--- src/rtl/rob_alloc.sv ---
// rob_alloc: in-order ROB slot allocator, the upstream companion to the ROB.
//   Grants one slot index per cycle to decode (same-cycle, combinational),
//   mirrors the ROB head pointer, tracks occupancy and flags a retire that
//   arrives while nothing is in flight.
// Ports:
//   clk, rst        clock; asynchronous active-high reset
//   clear           synchronous flush, shared with the ROB
//   allocReq        decode wants a slot this cycle
//   allocGrant      slot granted this cycle
//   allocIdx        granted slot index (current tail)
//   stall           allocReq without grant; decode holds its instruction
//   retire          ROB committed its head this cycle
//   headIdx         oldest in-flight slot
//   count           occupied slots
//   full, empty     count == ROB_SLOTS / count == 0
//   retireErr       sticky, set by retire while empty; cleared by rst only
module rob_alloc #(
  parameter int ROB_SLOTS    = 16,
  parameter int ROB_IDX_BITS = 4
) (
  input  logic                    clk,
  input  logic                    rst,
  input  logic                    clear,
  input  logic                    allocReq,
  output logic                    allocGrant,
  output logic [ROB_IDX_BITS-1:0] allocIdx,
  output logic                    stall,
  input  logic                    retire,
  output logic [ROB_IDX_BITS-1:0] headIdx,
  output logic [ROB_IDX_BITS:0]   count,
  output logic                    full,
  output logic                    empty,
  output logic                    retireErr
);

  localparam logic [ROB_IDX_BITS-1:0] LAST_IDX = ROB_IDX_BITS'(ROB_SLOTS - 1);
  localparam logic [ROB_IDX_BITS:0]   SLOTS_C  = (ROB_IDX_BITS+1)'(ROB_SLOTS);

  logic [ROB_IDX_BITS-1:0] tail, head;
  logic [ROB_IDX_BITS:0]   cnt;
  logic                    err;
  logic                    retire_ok;

  assign full  = (cnt == SLOTS_C);
  assign empty = (cnt == '0);

  // Retire never feeds the grant: a full ROB frees its slot for allocation
  // only on the cycle after the retire, keeping retire off this path.
  assign allocGrant = allocReq && !full && !clear && !rst;
  assign stall      = allocReq && !allocGrant;
  assign allocIdx   = tail;
  assign headIdx    = head;
  assign count      = cnt;
  assign retireErr  = err;

  assign retire_ok = retire && !empty;

  // Explicit wrap compare so non-power-of-two slot counts work.
  always_ff @(posedge clk or posedge rst) begin
    if (rst) begin
      tail <= '0;
      head <= '0;
      cnt  <= '0;
      err  <= 1'b0;
    end else if (clear) begin
      // Flush restarts both pointers; the error flag survives on purpose.
      tail <= '0;
      head <= '0;
      cnt  <= '0;
    end else begin
      if (allocGrant) tail <= (tail == LAST_IDX) ? '0 : tail + 1'b1;
      if (retire_ok)  head <= (head == LAST_IDX) ? '0 : head + 1'b1;
      if (retire && empty) err <= 1'b1;
      unique case ({allocGrant, retire_ok})
        2'b10:   cnt <= cnt + 1'b1;
        2'b01:   cnt <= cnt - 1'b1;
        default: cnt <= cnt;
      endcase
    end
  end

endmodule
--- config.mk ---
export PLATFORM = sky130hd
export DESIGN_NAME = rob_alloc
export DESIGN_NICKNAME = d
export VERILOG_FILES = /design/src/rtl/rob_alloc.sv
export SDC_FILE = /design/constraint.sdc
export NUM_CORES = 1
export LEC_CHECK = 0
export CAP_MARGIN = 10
export CORE_MARGIN = 1
export CORE_UTILIZATION = 53
export DETAILED_ROUTE_END_ITERATION = 6
export PLACE_DENSITY = 0.84
export SYNTH_ARGS = -nofsm -noshare
export SYNTH_HDL_FRONTEND = slang
export SYNTH_SLANG_ARGS = --single-unit
--- constraint.sdc ---
create_clock -name clk -period 5.8 [get_ports clk]
set_input_delay 1.16 -clock clk [delete_from_list [all_inputs] [get_ports clk]]
set_output_delay 1.16 -clock clk [all_outputs]
set_load 0.05 [all_outputs]
==> results.cfg <==
[run_status]
status = complete, no violations

[clock_tree]
cts_num_sinks = 14
cts_tree = built
cts_max_level = 1
path_clk_slew_ps = 80
postCtsHoldBufs = 0
cts_made_buffers = 3
ctsResizeCount = 0
clockRootBuffer = clkbuf_4
post_cts_buffers = 0
clock_latency_ps = 290
cts_buffer_depth = 2

[setup_path]
worstPathRequired_ps = 4640
slowest_delay_ps = 860
crit_arrival_ps = 3310
start_kind = input port
crit_chain = clkdlybuf4s50_1, buf_4, or3b_4, a21oi_4, clkdlybuf4s50_1
path_buf_inv = 3
timing.critical_path.slowest_stage_cell = clkdlybuf4s50_1
cp_top_family = buffers and inverters
crit_fanout = 16
end_kind = primary output
cp_common_cell = clkdlybuf4s50_1
crit_type = in2out

[layout]
instances_no_fill = 152
final_net_count = 139
drive_above_1_share_pct = 16.5
diodes = 0
syn_to_final_growth_pct = 26.6

[drt]
drt_iter0_markers = 26
firstDrtPassIters = 4
vias_per_cell = 5.95
ant_nets = 0
vias = 904
wirelength_microns = 2340
wl_per_cell_microns = 15.4
drc = 0

[logic_synthesis]
synth-edff-count = 0
ys_seq_elements = 14
yosysMostFrequentCell = dfrtp_1
synth_nets = 115
yosys-top-cells-area = dfrtp_1, ha_1, mux2_4, nand2_1, nor2_1
mappedNetlistArea_sq_um = 1020
avgSynthCellArea_sq_um = 9.81
ys_seq_area_share_pct = 34.4
synth_area_leader_cell = dfrtp_1
yosysWarnings = 0
ys_top_cells_by_count = dfrtp_1, nand2_1, nor2_1
synth_top_area_share_pct = 34.4
ys_async_sr_fraction_pct = 100
synth_ff_type = dfrtp_1
synth_cell_types = 40
synth_cells = 104

[timing]
worst_pin_slew_ps = 580
drv_slew = 0
clock.fmax_mhz = 224
min_period_over_period_pct = 77.0
skew_ps = 3.01
max_slew_margin_pct = 61.2
finalCriticalPeriod_ps = 4470
timing.setup.tns_ps = 0
rsz0062_at_grt = no
setup_violations = 0
hold_violations = 0

[global_routing]
grt_usage_pct = 25.4
grt_pass1_wl_microns = 3780
antenna_found_initial = 0
grt_pass1_vias = 840
overflow = 0
grt_max_degree = 17

[power_and_ir_drop]
p_comb_share_pct = 64.4
power.share.switching_pct = 50.7
power_leakage_uw = 0.000563
ir_worst_vdd_v = 0.000440
p_seq_share_pct = 23.9
p_switching_uw = 307
power_density_nw_per_um2 = 469
power_frac_clock_pct = 11.7
p_int_uw = 298

[placement]
io_buffers = 22
place.gp.congestion = 0.809
hpwl_microns = 1640
dp.cells = 148

[die]
pin_count = 23
dieHeight_microns = 45.9
die-area_sq_um = 2100
die_w_microns = 45.9
rows = 15
start_util_pct = 57.8
core-area_sq_um = 1760

[hold_path]
hp-class = reg2reg

[flow_run]
drv_cap = 0
==> power by group through the flow <==
stage / combinational, uW / sequential, uW / clock, uW
finish: 390 / 145 / 71.0
global route: 413 / 148 / 77.9
CTS: 389 / 145 / 72.5
detailed placement: 386 / 147 / 0
global placement: 377 / 144 / 0
floorplan: 258 / 191 / 0
==> per-stage QoR <==
step	setup WS [ps]	instance area (sq um)	hold slack [ps]	power (uW)	utilization (%)
6_report	1330	1290	484	606	73.2
5_1_grt	1290	1290	510	639	73.2
4_1_cts	1330	1290	487	606	73.2
3_5_place_dp	1330	1250	460	532	71.1
3_3_place_gp	1350	1250	455	521	71.1
2_1_floorplan	2290	1020	785	449	-
==> flip-flops by register name, indices dropped and copies added, names as in the netlist <==
name / flops
count: 5
retireErr: 1
allocIdx: 4
headIdx: 4
==> layout by cell type (no fill, tap or decap), types with 4 or more instances in the layout <==
| cell | count |
|---|---|
| clkdlybuf4s50_1 | 22 |
| ha_1 | 5 |
| inv_1 | 8 |
| nor2_1 | 9 |
| dfrtp_1 | 14 |
| o21ai_0 | 4 |
| o211ai_1 | 4 |
| nand2_1 | 9 |
| a21oi_1 | 6 |
| nand3_1 | 4 |
==> final cells by class <==
type	instances	area [sq um]
Clock buffer	4	36.3
Fill cell	137	473
Inverter	8	30.0
Multi-Input combinational cell	78	616
Sequential cell	14	350
Tap cell	25	31.3
Timing Repair Buffer	23	228
==> per-layer routing <==
metal / vias up / share of wire [%] / track usage [%]
met2: 31 / 51 / 43.1
met5: - / 0 / 0
met4: 0 / 2.1 / 7.06
met1: 434 / 43 / 30.9
li1: 429 / - / -
met3: 10 / 4.6 / 7.54
==> final timing paths <==
path | slack [ps] | depth (start not counted) | to | start
max | 1330 | 5 | allocGrant | clear
min | 480 | 1 | retireErr | retireErr
max reg2reg | 2860 | 9 | count[4] | count[0]
min reg2reg | 480 | 1 | retireErr | retireErr
max in group asynchronous | 4070 | 2 | count[1] | rst
min in group asynchronous | 1360 | 2 | retireErr | rst
==> kinds of logic after synthesis <==
family	share of synthesized area, %
flip-flops	34.4
AND/OR/NAND/NOR	22.3
multiplexers	5.40
AO/OA/AOI/OAI	22.0
buffers and inverters	5.28
XOR/XNOR	2.58
adder cells (fa/ha/maj)	8.10
(Power assumes the default switching activity.)
